--- src/rtl/clock_core.sv ---
// Alarm clock timekeeping core: 24-hour BCD time with a binary seconds
// counter, a settable BCD alarm time, a mode FSM and the buzzer control.
// Every output comes straight from a flop.
module clock_core #(
  parameter int TICKS_PER_SEC = 50_000_000,
  parameter int BUZZ_SECS     = 60
) (
  input  logic       clk,
  input  logic       rst_n,
  input  logic       set_time,
  input  logic       set_alarm,
  input  logic       inc_min,
  input  logic       inc_hr,
  input  logic       alarm_en,
  input  logic       stop,
  output logic [3:0] c_min1,
  output logic [3:0] c_min2,
  output logic [3:0] c_hr1,
  output logic [3:0] c_hr2,
  output logic [3:0] a_min1,
  output logic [3:0] a_min2,
  output logic [3:0] a_hr1,
  output logic [3:0] a_hr2,
  output logic       alarm,
  output logic       buzz
);

  localparam int PW = $clog2(TICKS_PER_SEC);
  localparam int BW = $clog2(BUZZ_SECS + 1);
  localparam logic [PW-1:0] PRESC_LAST = PW'(TICKS_PER_SEC - 1);
  localparam logic [BW-1:0] BUZZ_LAST  = BW'(BUZZ_SECS - 1);

  localparam logic [1:0] ST_RUN       = 2'd0;
  localparam logic [1:0] ST_SET_TIME  = 2'd1;
  localparam logic [1:0] ST_SET_ALARM = 2'd2;

  // Two-digit BCD increment that wraps to 00 after 'last' (59 or 23).
  function automatic logic [7:0] bcd_inc(input logic [7:0] v, input logic [7:0] last);
    if (v == last)          return 8'h00;
    else if (v[3:0] == 4'd9) return {v[7:4] + 4'd1, 4'd0};
    else                    return {v[7:4], v[3:0] + 4'd1};
  endfunction

  logic [1:0]    state_reg, state_next;
  logic          alarm_reg;
  logic [PW-1:0] presc_reg;
  logic [5:0]    sec_reg;
  logic [7:0]    c_min_reg, c_hr_reg, c_min_next, c_hr_next;
  logic [7:0]    a_min_reg, a_hr_reg, a_min_next, a_hr_next;
  logic          buzz_reg;
  logic [BW-1:0] buzz_cnt_reg;

  // Button edge detection: bit 0 inc_min, bit 1 inc_hr, bit 2 stop.
  logic [2:0] btn;
  logic [2:0] btn_rise;
  assign btn = {stop, inc_hr, inc_min};

  genvar gi;
  generate
    for (gi = 0; gi < 3; gi++) begin : g_btn
      logic q_reg;
      // Remember last level so a held button yields a single event.
      always_ff @(posedge clk) begin
        if (!rst_n) q_reg <= 1'b0;
        else        q_reg <= btn[gi];
      end
      assign btn_rise[gi] = btn[gi] & ~q_reg;
    end
  endgenerate

  logic rise_min, rise_hr, rise_stop;
  assign rise_min  = btn_rise[0];
  assign rise_hr   = btn_rise[1];
  assign rise_stop = btn_rise[2];

  // Time only runs outside SET_TIME; the carry chain starts from sec_tick.
  logic sec_tick, min_carry, hr_carry;
  assign sec_tick  = (state_reg != ST_SET_TIME) && (presc_reg == PRESC_LAST);
  assign min_carry = sec_tick && (sec_reg == 6'd59);
  assign hr_carry  = min_carry && (c_min_reg == 8'h59);

  // Next time/alarm digits: edits in the setting modes, carries otherwise.
  always_comb begin
    c_min_next = c_min_reg;
    c_hr_next  = c_hr_reg;
    a_min_next = a_min_reg;
    a_hr_next  = a_hr_reg;
    if (state_reg == ST_SET_TIME) begin
      if (rise_min) c_min_next = bcd_inc(c_min_reg, 8'h59);
      if (rise_hr)  c_hr_next  = bcd_inc(c_hr_reg, 8'h23);
    end else begin
      if (min_carry) c_min_next = bcd_inc(c_min_reg, 8'h59);
      if (hr_carry)  c_hr_next  = bcd_inc(c_hr_reg, 8'h23);
      if (state_reg == ST_SET_ALARM) begin
        if (rise_min) a_min_next = bcd_inc(a_min_reg, 8'h59);
        if (rise_hr)  a_hr_next  = bcd_inc(a_hr_reg, 8'h23);
      end
    end
  end

  // Same next state from every state: set_time wins over set_alarm.
  always_comb begin
    if (set_time)       state_next = ST_SET_TIME;
    else if (set_alarm) state_next = ST_SET_ALARM;
    else                state_next = ST_RUN;
  end

  // Buzzer triggers only on a carry landing on the alarm minute; editing never does.
  logic alarm_match, buzz_done, buzz_clr;
  assign alarm_match = min_carry && alarm_en &&
                       ({c_hr_next, c_min_next} == {a_hr_reg, a_min_reg});
  assign buzz_done   = buzz_reg && sec_tick && (buzz_cnt_reg == BUZZ_LAST);
  assign buzz_clr    = rise_stop || !alarm_en || buzz_done;

  // Prescaler and seconds counter, both frozen at 0 while setting the time.
  always_ff @(posedge clk) begin
    if (!rst_n) begin
      presc_reg <= '0;
      sec_reg   <= 6'd0;
    end else if (state_reg == ST_SET_TIME) begin
      presc_reg <= '0;
      sec_reg   <= 6'd0;
    end else if (sec_tick) begin
      presc_reg <= '0;
      sec_reg   <= (sec_reg == 6'd59) ? 6'd0 : sec_reg + 6'd1;
    end else begin
      presc_reg <= presc_reg + PW'(1);
    end
  end

  // Time and alarm digit registers.
  always_ff @(posedge clk) begin
    if (!rst_n) begin
      c_min_reg <= 8'h00;
      c_hr_reg  <= 8'h00;
      a_min_reg <= 8'h00;
      a_hr_reg  <= 8'h00;
    end else begin
      c_min_reg <= c_min_next;
      c_hr_reg  <= c_hr_next;
      a_min_reg <= a_min_next;
      a_hr_reg  <= a_hr_next;
    end
  end

  // Mode FSM; the view select follows the state it enters.
  always_ff @(posedge clk) begin
    if (!rst_n) begin
      state_reg <= ST_RUN;
      alarm_reg <= 1'b0;
    end else begin
      state_reg <= state_next;
      alarm_reg <= (state_next == ST_SET_ALARM);
    end
  end

  // Buzzer with its seconds-on counter; clearing beats setting.
  always_ff @(posedge clk) begin
    if (!rst_n) begin
      buzz_reg     <= 1'b0;
      buzz_cnt_reg <= '0;
    end else if (buzz_clr) begin
      buzz_reg     <= 1'b0;
      buzz_cnt_reg <= '0;
    end else if (alarm_match) begin
      buzz_reg     <= 1'b1;
      buzz_cnt_reg <= '0;
    end else if (buzz_reg && sec_tick) begin
      buzz_cnt_reg <= buzz_cnt_reg + BW'(1);
    end
  end

  assign c_min1 = c_min_reg[3:0];
  assign c_min2 = c_min_reg[7:4];
  assign c_hr1  = c_hr_reg[3:0];
  assign c_hr2  = c_hr_reg[7:4];
  assign a_min1 = a_min_reg[3:0];
  assign a_min2 = a_min_reg[7:4];
  assign a_hr1  = a_hr_reg[3:0];
  assign a_hr2  = a_hr_reg[7:4];
  assign alarm  = alarm_reg;
  assign buzz   = buzz_reg;

endmodule

--- config.mk ---
export PLATFORM = sky130hd
export DESIGN_NAME = clock_core
export DESIGN_NICKNAME = d
export VERILOG_FILES = /design/src/rtl/clock_core.sv
export SDC_FILE = /design/constraint.sdc
export NUM_CORES = 1
export LEC_CHECK = 0
export CELL_PAD_IN_SITES_DETAIL_PLACEMENT = 0
export CELL_PAD_IN_SITES_GLOBAL_PLACEMENT = 2
export CORE_AREA = 2 2 114 116
export CTS_CLUSTER_SIZE = 16
export DETAILED_ROUTE_END_ITERATION = 10
export DIE_AREA = 0 0 116 118
export GPL_ROUTABILITY_DRIVEN = 0
export PLACE_DENSITY = 0.86
export SYNTH_ARGS = -nofsm -noshare
export SYNTH_HDL_FRONTEND = slang
export SYNTH_SLANG_ARGS = --single-unit
--- constraint.sdc ---
create_clock -name clk -period 4 [get_ports clk]
set_input_delay 0.4 -clock clk [delete_from_list [all_inputs] [get_ports clk]]
set_output_delay 0.4 -clock clk [all_outputs]
set_load 0.005 [all_outputs]
# ---- Yosys cells after proc, flatten, opt, wreduce, memory -nomap -nowiden
# Cells that the tools add are included.
dict set report op_classes {
  addsub 11
  eq_ne 16
  mux 17
  n_bitwise 8
  reduce_logical 20
}
# cell count
set ops {}
lappend ops {{$mux W8} 14}
lappend ops {{$add A4 B1 Y4 const B} 8}
lappend ops {{$add A26 B1 Y26 const B} 1}
lappend ops {{$eq A26 B26 Y1 const B} 1}
lappend ops {{$eq A16 B16 Y1} 1}
lappend ops {{$eq A4 B4 Y1 const B} 4}
lappend ops {{$eq A8 B6 Y1 const B} 2}
lappend ops {{$eq A8 B7 Y1 const B} 2}
lappend ops {{$add A6 B1 Y6 const B} 2}
lappend ops {{$eq A6 B6 Y1 const B} 2}
lappend ops {{$reduce_and A4 Y1} 2}
lappend ops {{$logic_and A1 B1 Y1} 7}
lappend ops {{$mux W6} 1}
lappend ops {{$reduce_and A3 Y1} 2}
lappend ops {{$reduce_or A3 Y1} 2}
lappend ops {{$not A1 Y1} 5}
lappend ops {{$eq A2 B2 Y1 const B} 2}
lappend ops {{$mux W2} 2}
lappend ops {{$reduce_bool A2 Y1} 2}
lappend ops {{$reduce_or A2 Y1} 2}
lappend ops {{$and A1 B1 Y1} 3}
lappend ops {{$eq A2 B1 Y1 const B} 1}
lappend ops {{$logic_or A1 B1 Y1} 2}
lappend ops {{$ne A2 B1 Y1 const B} 1}
lappend ops {{$logic_not A1 Y1} 1}
dict set report word_totals {
  ff_bits 77
  in_bits 8
  out_inout_bits 34
  wordCells 87
}

# ---- Depth between registers and ports, before layout
# Gate-level depths: netlist (run 1).
dict set report logic_depth {
  word_depth 9
  mapped_depth 13
  mapped_depth_nobuf 11
}

# ---- Worst setup path after synthesis (run 1)
# No wires, ideal clock.
dict set report synth_timing {
  path_type {reg-to-reg}
  startpoint {register presc_reg[0]}
  endpoint {register buzz_cnt_reg[5]}
  setup_ns 0.115
  arrival_ns 2.867
  t_required_ns 3.885
  slack_ns 1.017
  path_stages_with_launch 11
  n_path_buf 0
  period_less_slack_ns 2.983
  cell_sequence {dfxtp_1 -> ha_1 -> nand4_2 -> nor4_1 -> nand2_1 -> a311o_2 -> xnor2_1 -> or3_1 -> nor4_2 -> nand4_1 -> and3_1}
}
dict set report synth_via {
  elab_chain_cells 9
  elab_cells_between_ends 15
  cone_classes {eq/ne (2); mux (4); reduce/logical (9)}
}
# element line
set synth_lines {}
lappend synth_lines {{start: declaration} 46} ;# logic [PW-1:0] presc_reg;
lappend synth_lines {{start signal: assignment} 127} ;# presc_reg <= presc_reg + PW'(1);
lappend synth_lines {{$eq A26 B26 Y1 *} 78} ;# assign sec_tick = (state_reg != ST_SET_TIME) && (presc_reg == PRESC_LAST);
lappend synth_lines {{$logic_and A1 B1 Y1 *} 78}
lappend synth_lines {{$logic_and A1 B1 Y1} 79} ;# assign min_carry = sec_tick && (sec_reg == 6'd59);
lappend synth_lines {{$logic_and A1 B1 Y1} 80} ;# assign hr_carry = min_carry && (c_min_reg == 8'h59);
lappend synth_lines {{$mux W8} 93} ;# if (hr_carry) c_hr_next = bcd_inc(c_hr_reg, 8'h23);
lappend synth_lines {{$mux W8} 88} ;# if (state_reg == ST_SET_TIME) begin
lappend synth_lines {{$eq A16 B16 Y1} 111} ;# ({c_hr_next, c_min_next} == {a_hr_reg, a_min_reg});
lappend synth_lines {{$logic_and A1 B1 Y1} 110} ;# assign alarm_match = min_carry && alarm_en &&
lappend synth_lines {{$reduce_or A3 Y1 (no source line)} --}
lappend synth_lines {{end signal: assignment} 169} ;# buzz_cnt_reg <= buzz_cnt_reg + BW'(1);
lappend synth_lines {{end: declaration} 51} ;# logic [BW-1:0] buzz_cnt_reg;
# Mark *: on every way between the ends. The rest lies on a longest branch, timed or not.
# A chain may end at the register's enable or synchronous reset.

# ---- Worst setup path in the final report (run 1)
dict set report layout_timing {
  startpoint {register presc_reg[9]}
  endpoint {register buzz_cnt_reg[5]}
}
# Same word-level chain as after synthesis.

==> results of run 1 <==
area by class of cell:
type	instances	area (um^2)
inverter	16	60.1
timing repair buffer	47	455
tap	172	215
sequential	76	1520
multi-input combinational	397	2590
fill	1283	7290
clock inverter	3	21.3
clock buffer	12	267
where the power goes:
group	switching [mW]	leakage, nW	internal (mW)
Clock	0.322	0.141	0.468
Combinational	0.0468	1.08	0.0448
Sequential	0.0163	0.615	0.767
Total	0.385	1.83	1.28
cell usage after synthesis (all sizes together) (2+ instances only):
library cell	n	area share
dfxtp	76	0.36
nor2	67	0.059
o32ai	2	0.0041
and3	13	0.019
nor3	11	0.016
o221ai	3	0.0062
o211ai	6	0.011
nand2b	3	0.0044
o22ai	2	0.0030
nand4	21	0.034
nand3b	5	0.0089
nor3b	2	0.0035
or3	7	0.010
and4	3	0.0062
nor2b	15	0.022
and3b	4	0.0083
a21oi	17	0.020
nand2	35	0.031
buf	2	0.0024
and2	12	0.018
inv	16	0.014
or2	5	0.0074
nor4	9	0.016
nor4bb	4	0.0095
ha	19	0.056
mux2i	3	0.0071
o21ai	18	0.021
xor2	32	0.066
nor4b	2	0.0041
a211oi	3	0.0053
a21boi	4	0.0071
nand3	21	0.025
a31oi	6	0.0089
xnor2	19	0.039
or4	2	0.0044
mux2	2	0.0053
or4b	3	0.0071
clkbuf	15	0.013
nand4b	5	0.010
cells by family after synthesis:
group	after synthesis
compound gates	70
xor+xnor	51
fa+ha+maj	19
buf+inv	33
flops	76
mux	5
simple gates	252
how the worst min path moves through the flow:
stage	start	to	slack, ps
after global routing	sec_reg[5]	sec_reg[5]	510
after detailed placement	presc_reg[0]	presc_reg[0]	460
after global placement	presc_reg[0]	presc_reg[0]	440
after floorplan	presc_reg[0]	presc_reg[0]	430
after CTS	presc_reg[0]	presc_reg[0]	470
final	presc_reg[0]	presc_reg[0]	470
through the flow:
step / hold WS, ps / instances
2_1_floorplan: 426 / 506
3_3_place_gp: 440 / 708
3_5_place_dp: 462 / 708
4_1_cts: 475 / 723
5_1_grt: 508 / 723
6_report: 474 / 723
routing by layer:
metal  up-vias  global-route usage
met5         -                   0
met1      1761               0.237
met2        82               0.244
met3        10              0.0381
li1       1883                   -
met4         0              0.0565
==> results.sh, run 1 <==
export IMPL_status="finished clean"
export IMPL_p_leak_nw=1.83
export IMPL_yosysSeqAreaShare=0.359
export IMPL_synth_simple_gate_area_frac=0.332
export IMPL_cts_tree="built"
export IMPL_critPathMaxFanout=8
export IMPL_grtUsageTotal=0.166
export IMPL_row_count=41
export IMPL_grt_pass1_vias=3628
export IMPL_hold_violations=0
export IMPL_min_period_ps=3470
export IMPL_grt_max_degree=34
export IMPL_fp_dieArea_um2=13700
export IMPL_fin_area_um2=5130
export IMPL_drive_gt1_frac=0.0617
export IMPL_grt_overflow=0
export IMPL_crit_type="flip-flop to flip-flop"
export IMPL_timing_rr_end="buzz_cnt_reg[5]"
export IMPL_synthXorXnorAreaFrac=0.105
export IMPL_post_cts_buffers=0
export IMPL_design_core_area_um2=12400
export IMPL_setup_viol=0
export IMPL_clockRootBuffer="clkbuf_16"
export IMPL_async_reset_ff_frac=0
export IMPL_layout_setup_ws_ps=529
export IMPL_post_place_ws_ps=486
export IMPL_fin_crit_sh=0.868
export IMPL_grt_antenna_before_repair=0
export IMPL_synth_top_family_by_area="simple AND/OR/NAND/NOR gates"
export IMPL_p_per_area_nw_per_um2=325
export IMPL_hold_depth=1
export IMPL_yosys_warnings=0
export IMPL_postSynthAreaPerCell_um2=8.37
export IMPL_dr_pass1_iters=4
export IMPL_met2WireLength_mm=4.66
export IMPL_worstSetupEndpoint="buzz_cnt_reg[5]"
export IMPL_end_kind="flip-flop"
export IMPL_mostFrequentLayoutCell="dfxtp_1"
export IMPL_finalPower_mw=1.66
export IMPL_required_ps=4230
export IMPL_worstSetupStartpointType="flip-flop"
export IMPL_cap_violations=0
export IMPL_synth_ff_type="dfxtp_1"
export IMPL_max_stage_delay_ps=530
export IMPL_synth_area_um2=4240
export IMPL_crit_path_start="presc_reg[9]"
export IMPL_peakVddDrop_mv=0.138
export IMPL_synthCells=506
export IMPL_routed_wl_mm=10.6
export IMPL_syn_nets=533
export IMPL_numCtsBuffers=9
export IMPL_fin_util=0.413
export IMPL_skew_ps=4.06
export IMPL_grt_pass1_wl_mm=18.1
export IMPL_synth_compound_area_frac=0.105
export IMPL_layout_common_cells="76 x dfxtp_1, 67 x nor2_1, 41 x clkdlybuf4s50_1"
export IMPL_die_h_um=118
export IMPL_cp_arrival_ps=3700
export IMPL_slew_headroom=0.304
export IMPL_place_area_um2=4840
export IMPL_drc=0
export IMPL_cts_repair_resized=0
export IMPL_fin_setup_tns_ps=0
export IMPL_maxSlewViolCount=0
export IMPL_drt_iter0_markers=303
export IMPL_path_buf_inv=0
export IMPL_tightest_slew_ps=1040
export IMPL_io_pins=42
export IMPL_antenna_cells=0
export IMPL_cp_cell_sequence="or4b_1 > nor4_1 > and4_1 > or2_1 > mux2i_1 > xnor2_1 > nor4_2 > nand4_1 > and3_1"
export IMPL_crit_family="simple AND/OR/NAND/NOR gates"
export IMPL_yosys_cell_types_count=58
export IMPL_rr_startpoint="presc_reg[9]"
export IMPL_vias_per_cell=5.17
export IMPL_routed_top_layer="met4"
export IMPL_rr_worst_depth=9
export IMPL_avgRoutedWirePerCell_um=14.6
export IMPL_start_util=0.341
export IMPL_m1WireLength_mm=5.27
export IMPL_ant_nets=0
export IMPL_htree_num_levels=3
export IMPL_largest_reg_flops=26
export IMPL_rrSetupSlack_ps=530
export IMPL_fmax_ghz=0.288
export IMPL_cts_sinks=76
export IMPL_dp_hpwl_mm=7.68
export IMPL_synth_edf_count=0
export IMPL_clk_pin_slew_ps=60
export IMPL_route_met3_wl_um=493
export IMPL_vias=3736
export IMPL_crit_cells=9
export IMPL_ys_seq_elements=76
export IMPL_die_width_um=116
export IMPL_nNetsFinal=574
export IMPL_clockBufferDepth=2
export IMPL_synthMuxAreaShare=0.0124
export IMPL_ctsHoldBuffers=0
export IMPL_critPathSlowestCell="or4b_1"
export IMPL_hold_class="flip-flop to flip-flop"
export IMPL_synthAdderAreaFrac=0.0561
export IMPL_insertion_delay_ps=340
export IMPL_area_growth_pct=21.1
export IMPL_rsz0062_at_grt="false"
export IMPL_portBuffers=41
(Power assumes the default switching activity.)
==> inputs of run 2 (changes only) <==
--- a/config.mk
+++ b/config.mk
@@ -16,3 +16,4 @@
 export SYNTH_ARGS = -nofsm -noshare
 export SYNTH_HDL_FRONTEND = slang
 export SYNTH_SLANG_ARGS = --single-unit
+export TNS_END_PERCENT = 5
==> results of run 2 <==
The final DEF is identical to that of run 1; final timing and power are the same.
